`config.mk`:
```
export PLATFORM = sky130hd
export DESIGN_NAME = bin2disp_formatter
export DESIGN_NICKNAME = d
export VERILOG_FILES = /design/src/rtl/bin2disp_formatter.sv
export SDC_FILE = /design/constraint.sdc
export NUM_CORES = 1
export LEC_CHECK = 0
export BUFFER_PORTS_ARGS = -buffer_cell sky130_fd_sc_hd__buf_2
export CAP_MARGIN = 20
export CELL_PAD_IN_SITES_DETAIL_PLACEMENT = 2
export CELL_PAD_IN_SITES_GLOBAL_PLACEMENT = 2
export CORE_AREA = 2 2 96 98
export DETAILED_ROUTE_END_ITERATION = 8
export DIE_AREA = 0 0 98 100
export PLACE_DENSITY = 0.8
export SLEW_MARGIN = 20
export SYNTH_ARGS = -nofsm -noshare
export SYNTH_HDL_FRONTEND = slang
export SYNTH_SLANG_ARGS = --single-unit
```
`constraint.sdc`:
```
create_clock -name clk -period 2.6 [get_ports clk]
set_clock_uncertainty 0.1 [all_clocks]
set_input_delay 0.13 -clock clk [delete_from_list [all_inputs] [get_ports clk]]
set_output_delay 0.13 -clock clk [all_outputs]
set_load 0.005 [all_outputs]
```
`src/rtl/bin2disp_formatter.sv`:
```
// Signed binary to 7-segment digit formatter: iterative double dabble
// conversion followed by leading-zero blanking and a floating minus sign.
module bin2disp_formatter #(
    parameter int WIDTH  = 14,
    parameter int DIGITS = 4
) (
    input  logic                  clk,
    input  logic                  rst_n,
    input  logic                  start,
    input  logic [WIDTH-1:0]      valor,
    output logic                  busy,
    output logic                  done,
    output logic                  overflow,
    output logic [4*DIGITS-1:0]   digito,
    output logic [DIGITS-1:0]     apaga,
    output logic [DIGITS-1:0]     sinal
);

    // Decimal digits needed for 2^(WIDTH-1), the largest magnitude.
    function automatic int bcd_digits(input int w);
        longint v;
        int     d;
        v = longint'(1) << (w - 1);
        d = 0;
        for (int i = 0; i < 20; i++) begin
            if (v > 0) begin
                d++;
                v = v / 10;
            end
        end
        return d;
    endfunction

    localparam int BCDN = bcd_digits(WIDTH);
    localparam int NB   = (BCDN > DIGITS) ? BCDN : DIGITS;
    localparam int CW   = $clog2(WIDTH + 1);

    typedef enum logic [1:0] {
        IDLE,
        SHIFT,
        FORMAT
    } state_t;

    state_t            state;
    state_t            state_n;
    logic [WIDTH-1:0]  mag;
    logic [4*NB-1:0]   bcd;
    logic [4*NB-1:0]   adj;
    logic              neg;
    logic [CW-1:0]     cnt;

    logic [4*DIGITS-1:0] digito_n;
    logic [DIGITS-1:0]   apaga_n;
    logic [DIGITS-1:0]   sinal_n;
    logic                ovf_n;
    int                  top;

    always_ff @(posedge clk) begin
        if (!rst_n) state <= IDLE;
        else        state <= state_n;
    end

    always_comb begin
        state_n = state;
        unique case (state)
            IDLE:    if (start) state_n = SHIFT;
            SHIFT:   if (cnt == CW'(1)) state_n = FORMAT;
            FORMAT:  state_n = IDLE;
            default: state_n = IDLE;
        endcase
    end

    always_comb begin
        adj = bcd;
        for (int i = 0; i < NB; i++) begin
            if (bcd[4*i +: 4] >= 4'd5) adj[4*i +: 4] = bcd[4*i +: 4] + 4'd3;
        end
    end

    // Display pattern derived from the finished BCD register.
    always_comb begin
        top      = 1;
        digito_n = '0;
        apaga_n  = '0;
        sinal_n  = '0;
        for (int i = 0; i < NB; i++) begin
            if (bcd[4*i +: 4] != 4'd0) top = i + 1;
        end
        ovf_n = neg ? (top >= DIGITS) : (top > DIGITS);
        for (int p = 0; p < DIGITS; p++) begin
            if (ovf_n) begin
                sinal_n[p] = 1'b1;
            end else if (p < top) begin
                digito_n[4*p +: 4] = bcd[4*p +: 4];
            end else if (neg && p == top) begin
                sinal_n[p] = 1'b1;
            end else begin
                apaga_n[p] = 1'b1;
            end
        end
    end

    always_ff @(posedge clk) begin
        if (!rst_n) begin
            mag      <= '0;
            bcd      <= '0;
            neg      <= 1'b0;
            cnt      <= '0;
            busy     <= 1'b0;
            done     <= 1'b0;
            overflow <= 1'b0;
            digito   <= '0;
            apaga    <= '1;
            sinal    <= '0;
        end else begin
            busy <= (state_n != IDLE);
            done <= (state == FORMAT);
            unique case (state)
                IDLE: begin
                    if (start) begin
                        neg <= valor[WIDTH-1];
                        mag <= valor[WIDTH-1]
                             ? (~valor + {{(WIDTH-1){1'b0}}, 1'b1})
                             : valor;
                        bcd <= '0;
                        cnt <= CW'(WIDTH);
                    end
                end
                SHIFT: begin
                    {bcd, mag} <= {adj, mag} << 1;
                    cnt        <= cnt - CW'(1);
                end
                FORMAT: begin
                    digito   <= digito_n;
                    apaga    <= apaga_n;
                    sinal    <= sinal_n;
                    overflow <= ovf_n;
                end
                default: ;
            endcase
        end
    end

endmodule

```
==> impl_results.md, run 1 <==
- Status: finished, final reports clean
- Row Count: 35
- Tot GR Track Use: 18.9%
- Pwr Density: 621 mW/mm2
- Die height: 100 um
- Static leakage: 1.38 nW
- Slew @ Worst Pin: 0.671 ns
- Synth Register Bits: 64
- DRT iter0 DRCs: 64
- Area growth from synthesis to layout: 18.1%
- Fillers: 1019
- Post-synth ARST share: 0%
- Placed Cells: 470
- Critical Path Source Type: register
- Via count: 2658
- Minimum clock period: 2.14 ns
- DP Area: 0.00329 mm2
- Final setup vio count: 0
- DIE AREA: 0.00980 mm2
- Yosys warns: 0
- H-Tree Level Count: 3
- Post-DP HPWL: 6.16 mm
- DRC viols: 0
- Critical R2R Launch: bcd[12]
- Final setup TNS: 0 ns
- Vias in the first global route: 2957
- Clk pwr share: 43.9%
- CTS tree: yes
- NetSw: 0.574 mW
- N_diodes: 0
- Clock slew at reported path FFs: 0.08 ns
- Critical Path AT: 2.32 ns
- Routed WL: 8.72 mm
- CP cell instances: inv_1 -> ha_1 -> or3b_1 -> a21oi_1 -> buf_4 -> o21ai_0 -> o31ai_1
- Initial antenna violation count: 0
- Synth top area cells: dfxtp_1, ha_1, a22oi_1, nor2_1, o31ai_1
- Relative slew margins: 55.2%
- Post-synthesis cell area: 0.00300 mm2
- Clock sinks: 64
- Number of synthesized flops with an enable pin: 0
- Max incr delay on CP: 0.43 ns
- Clock Latency Late Sink: 0.37 ns
- Required time of the critical path: 2.78 ns
- Largest net degree at the start of global routing: 26
- Seq. cell area: 0.00128 mm2
- Worst setup EP type: register
- Post_cts resized: 0
- Hold Path Class: input pin to register
- FF-to-FF setup slack: 0.46 ns
- Synth cell types: 50
- Reg2reg path depth: 7
- Worst Path Max Fanout: 9
- Buffers on Ports: 43
- Syn Nets: 358
- Reg-to-Reg End: digito[4]
- Count leader, synth: dfxtp_1
- Share of cells above drive strength 1: 19.6%
- FMAX: 0.468 GHz
- Logic pwr share: 8.9%
- Max Slew Vio Count: 0
- Hold Path Sink: mag[13]
- Int Power: 1.63 mW
- RSZ-0062 raised after global routing: false
- Sequential Power Share: 47.2%
- Final Hold Viols: 0
- First-pass GRT wire length: 14.7 mm
- Critical Path Source: bcd[12]
- CP max-delay cell: or3b_1
- Ys flop type: dfxtp_1
- HP Start: valor[12]
- GRT overflow: 0
- Share of Yosys cell area claimed by the top area cell type: 42.7%
- Hold slack final: 0.0209 ns
- Placer congestion estimate: 0.757
- Drt first pass iters: 4
- Top cells by instance count after synthesis: dfxtp_1, nor2_1, a22oi_1
- Yosys top cell by area: dfxtp_1
- Hold path depth: 4
- Synth Area per Inst: 9.09 um2
- Worst VDD drop: 0.197 mV
- Final net count: 401
- Design Area, Final: 0.00354 mm2
- Multi-input logic area: 0.00154 mm2
- Synth Instances: 330
- Switching part of the total: 26.1%
- CTS root buffer: clkbuf_8
- Post-route ant nets: 0
- CTS buffer count: 9
- Die X: 98 um
- Seq/Total Area, Yosys: 42.7%
- Via density: 5.44
- Avg WL per Cell: 17.8 um
- I/O pins: 44
- CTS max path bufs: 2
- Kind of critical path: register to register
- Max-Cap Viols: 0
- Starting Density: 33.7%
- Final Cycle Share: 82.2%
- Post-route non-filler standard cell count: 489
- Core Box Area: 0.00889 mm2
## stage by stage
stage / power [mW] / utilization [%] / setup slack (ns)
floorplan: 1.18 / - / 0.747
global placement: 1.24 / 37.0 / 0.640
detailed placement: 1.25 / 37.0 / 0.502
CTS: 2.23 / 39.8 / 0.456
global route: 2.30 / 39.8 / 0.286
finish: 2.20 / 39.8 / 0.462
## worst max-delay path by stage
stage / to / slack (ns) / cells after the start
2_1_floorplan: digito[4] / 0.75 / 6
3_3_place_gp: digito[5] / 0.64 / 6
3_5_place_dp: digito[4] / 0.50 / 7
4_1_cts: digito[4] / 0.46 / 7
5_1_grt: digito[4] / 0.29 / 7
6_report: digito[4] / 0.46 / 7
## cell type report
type | count | share of cell area (%)
multi-input combinational | 230 | 43.6
sequential | 64 | 36.2
timing repair buffer | 54 | 8.62
tap | 111 | 3.92
clock buffer | 9 | 3.50
clock inverter | 7 | 2.72
inverter | 14 | 1.48
## logic make-up (layout without fill, tap and decap cells)
kind of cell,Yosys count,in the layout,synth area share [%]
flip-flops,64,64,42.7
AO/OA/AOI/OAI,102,102,23.6
XOR/XNOR,16,16,4.67
AND/OR/NAND/NOR,95,95,16.5
buffers and inverters,36,84,5.80
adder cells (fa/ha/maj),11,11,4.59
multiplexers,6,6,2.13
## registers in the layout, indices dropped and copies added (netlist names), 2 cells and up
name,flops
apaga,4
bcd,16
cnt,4
digito,16
mag,14
sinal,4
state,2
## placed cells by master, fill, tap and decap left out, types with 2 or more instances in the layout
master	netlist	final
dfxtp_1	64	64
buf_2	3	43
nor2_1	28	28
a22oi_1	18	18
nand2_1	17	17
a21oi_1	16	16
nand3_1	14	14
o21ai_0	14	14
inv_1	13	13
nand2b_1	11	11
o31ai_1	11	11
o22ai_1	11	11
ha_1	11	11
xor2_1	9	9
clkbuf_8	0	9
buf_4	0	8
xnor2_1	7	7
o32ai_1	5	5
a32o_1	5	5
o211ai_1	5	5
or3_1	4	4
nor2b_1	3	3
nand3b_1	3	3
or3b_2	3	3
nor3b_1	3	3
mux2i_1	3	3
mux2_2	3	3
o2bb2ai_1	3	3
clkinvlp_4	0	3
dlygate4sd3_1	0	3
a211oi_1	2	2
a221oi_1	2	2
o41ai_1	2	2
a32oi_1	2	2
bufinv_16	0	2
## power groups by stage
stage	sequential, mW	clock (mW)	combinational [mW]
floorplan	1.05	0	0.137
detailed placement	1.06	0	0.192
finish	1.04	0.965	0.196
CTS	1.04	0.989	0.200
global placement	1.06	0	0.182
global route	1.04	1.04	0.220
## routing by layer
layer  track usage [%]  share of wire (%)  up-vias
li1                  -                  -     1295
met1              21.1                 44     1307
met2              34.7                 51       43
met3              4.32                3.0       13
met4              7.37                2.0        0
met5                 0                  0        -
## critical path, delay by kind of cell (launching register included)
kind	cells	cell delay [ns]
flip-flops	1	0.34
AND/OR/NAND/NOR	1	0.43
adder cells (fa/ha/maj)	1	0.26
buffers and inverters	2	0.33
AO/OA/AOI/OAI	3	0.59
## timing repair
action,in CTS,in global routing
hold buffers,3,0
setup endpoints to repair,0,0
setup buffers,0,0
hold endpoints to repair,3,0
No activity file was read; power rests on OpenSTA's default activity.
==> run 2: changes to the inputs <==
ABC_AREA = 1   (was unset)
CORE_AREA = 2 2 106 108   (was 2 2 96 98)
DIE_AREA = 0 0 108 110   (was 0 0 98 100)
PLACE_DENSITY = 0.76   (was 0.8)
clock period = 1.7 ns   (was 2.6 ns; I/O delays follow)
==> run 2 against run 1 <==
Net effect: global-route usage is 0.83 points lower; maximum frequency is 31% higher; clock power is 44% higher; sequential share of layout area is 2.9 points lower; largest power group unchanged.
==> impl_results.md, run 2 <==
- Clock Latency Late Sink: 0.35 ns
- Simple-gate share of the synthesized area: 25.0%
- Fillers: 1278
- Minimum clock period: 1.63 ns
- CTS tree: yes
- Post-route ant nets: 0
- Share of cells above drive strength 1: 22.0%
- CTS max path bufs: 2
- N_diodes: 0
- Top cells by instance count after synthesis: nand2_1, dfxtp_1, inv_1
- Seq/Total Area, Yosys: 42.0%
- Clock slew at reported path FFs: 0.08 ns
- Max Slew Vio Count: 0
- Die X: 108 um
- Syn Nets: 448
- Critical Path AT: 1.80 ns
- Slew @ Worst Pin: 0.449 ns
- Post-synthesis cell area: 0.00305 mm2
- Die height: 110 um
- Reg2reg path depth: 10
- FMAX: 0.615 GHz
- Drt first pass iters: 4
- Seq. cell area: 0.00129 mm2
- Complex-gate fraction of the synthesized area: 17.8%
- Hold Path Class: input pin to register
- Worst setup EP type: register
- Number of synthesized flops with an enable pin: 0
- PnR Total Power: 3.33 mW
- Count leader, synth: nand2_1
- Row Count: 38
- Yosys top cell by area: dfxtp_1
- Max-Cap Viols: 0
- Clock sinks: 64
- Yosys warns: 0
- Status: finished, final reports clean
- Pwr Density: 861 mW/mm2
- Critical Path Source Type: register
- Share of Yosys cell area claimed by the top area cell type: 42.0%
- Synth cell types: 32
- Synth Area in XOR/XNOR: 1.72%
- Largest family of logic cells by synthesized area: simple AND/OR/NAND/NOR gates
- Commonest cells after routing, fill and taps aside: nand2_1, dfxtp_1, buf_2
- Most common cell after layout, fill and taps aside: nand2_1
- Worst setup margin: 0.0729 ns
- Synth top area cells: dfxtp_1, nand2_1, a21oi_1, inv_1, o21ai_0
- Vias in the first global route: 3294
- Initial antenna violation count: 0
- Static leakage: 1.71 nW
- Final setup TNS: 0 ns
- Max incr delay on CP: 0.34 ns
- Final setup vio count: 0
- Top Registers: bcd x16, digito x16, mag x14
- Core Box Area: 0.0107 mm2
- FF-to-FF setup slack: 0.07 ns
- Buffers on Ports: 43
- DRT iter0 DRCs: 108
- Critical Path Source: bcd[12]
- Final Hold Viols: 0
- Adder-Cell Fraction of Synth Area: 4.51%
- Via count: 3082
- Synth Register Bits: 64
- Post-synth ARST share: 0%
- Ys flop type: dfxtp_1
- I/O pins: 44
- CTS buffer count: 9
- CP cell instances: inv_2 -> ha_4 -> inv_4 -> nor3_4 -> buf_6 -> nor2_4 -> nor2_4 -> buf_12 -> nand3_1 -> a21oi_1
- Via density: 4.88
- Synth Instances: 420
- Placer congestion estimate: 0.783
- Hold slack final: 0.00666 ns
- CTS root buffer: clkbuf_8
- Worst Path Max Fanout: 7
- GRT overflow: 0
- Mux contribution to synthesized area: 0%
- Reg-to-Reg End: digito[4]
- Area growth from synthesis to layout: 26.7%
- Worst VDD drop: 0.309 mV
- Starting Density: 28.5%
- Routed WL: 10.2 mm
- First-pass GRT wire length: 16.7 mm
- Placement Setup Slack: -0.0799 ns
- DRC viols: 0
- Final Cycle Share: 95.7%
- DIE AREA: 0.0119 mm2
- Largest net degree at the start of global routing: 27
- Multi-input logic area: 0.00155 mm2
- Tot GR Track Use: 18.0%
- Relative slew margins: 69.8%
- CP endpoint: digito[4]
- Avg WL per Cell: 16.1 um
- Post-DP HPWL: 7.03 mm
- Critical R2R Launch: bcd[12]
- Final net count: 515
- Crit path top cell by count: nor2_4
- Required time of the critical path: 1.87 ns
- H-Tree Level Count: 3
- Synth Area per Inst: 7.27 um2
- CP max-delay cell: dfxtp_2
- Kind of critical path: register to register
[run 2: cell types whose count changed in the layout (fill, tap and decap cells not counted), moves of 9 or more]
cell / delta
nand2b_1: -11
nand2_1: +81
a21oi_1: +26
nand3_1: +9
inv_1: +25
o21ai_0: +15
o31ai_1: -11
inv_2: +10
o21ai_1: +10
a22oi_1: -17
[run 2: how the worst min path moves through the flow]
stage	startpoint	end	cells past startpoint
2_1_floorplan	valor[0]	mag[0]	1
3_3_place_gp	valor[0]	mag[0]	2
3_5_place_dp	valor[0]	mag[0]	2
4_1_cts	valor[6]	mag[6]	4
5_1_grt	valor[6]	mag[6]	4
6_report	valor[6]	mag[6]	4
[run 2: layout make-up]
type                            count  share of cell area [%]
Clock buffer                       12                    4.27
Clock inverter                      3                    1.04
Inverter                           51                    5.11
Multi-Input combinational cell    293                    40.1
Sequential cell                    64                    33.3
Tap cell                          140                    4.53
Timing Repair Buffer               68                    11.6
[run 2: metrics by stage]
step | std cells | instance area (um2) | util, %
6_report | 631 | 3860 | 36.1
5_1_grt | 631 | 3860 | 36.1
4_1_cts | 630 | 3850 | 36.0
3_5_place_dp | 602 | 3450 | 32.2
3_3_place_gp | 602 | 3450 | 32.2
2_1_floorplan | 420 | 3050 | -
[run 2: layer usage]
| metal | global-route usage [%] | share of wire (%) |
|---|---|---|
| met2 | 34.4 | 53 |
| met4 | 5.68 | 2.0 |
| met3 | 3.53 | 2.5 |
| met1 | 20.2 | 43 |
| met5 | 0 | 0 |
[run 2: critical path: cells and delay by family (launching register included)]
family,cells,cell delay (ns)
AO/OA/AOI/OAI,1,0.16
adder cells (fa/ha/maj),1,0.15
AND/OR/NAND/NOR,4,0.38
flip-flops,1,0.34
buffers and inverters,4,0.41
[run 2: timing repair]
| item | in CTS | in global routing |
|---|---|---|
| hold buffers | 7 | 0 |
| setup buffers | 5 | 2 |
| gates resized for setup | 15 | 11 |
| pin swaps | 6 | 7 |
| hold endpoints to repair | 6 | 0 |
| gates cloned | 1 | 0 |
| setup endpoints to repair | 17 | 35 |
[run 2: kinds of logic (layout without fill, tap and decap cells)]
logic type / count (synthesis) / in the layout
AO/OA/AOI/OAI: 100 / 100
XOR/XNOR: 6 / 6
adder cells (fa/ha/maj): 11 / 11
buffers and inverters: 63 / 134
flip-flops: 64 / 64
AND/OR/NAND/NOR: 176 / 176
[run 2: where the power goes]
part           internal [mW]  switching [mW]  total [mW]
logic                  0.127           0.226       0.353
clock network          0.785           0.604        1.39
registers               1.55          0.0323        1.58
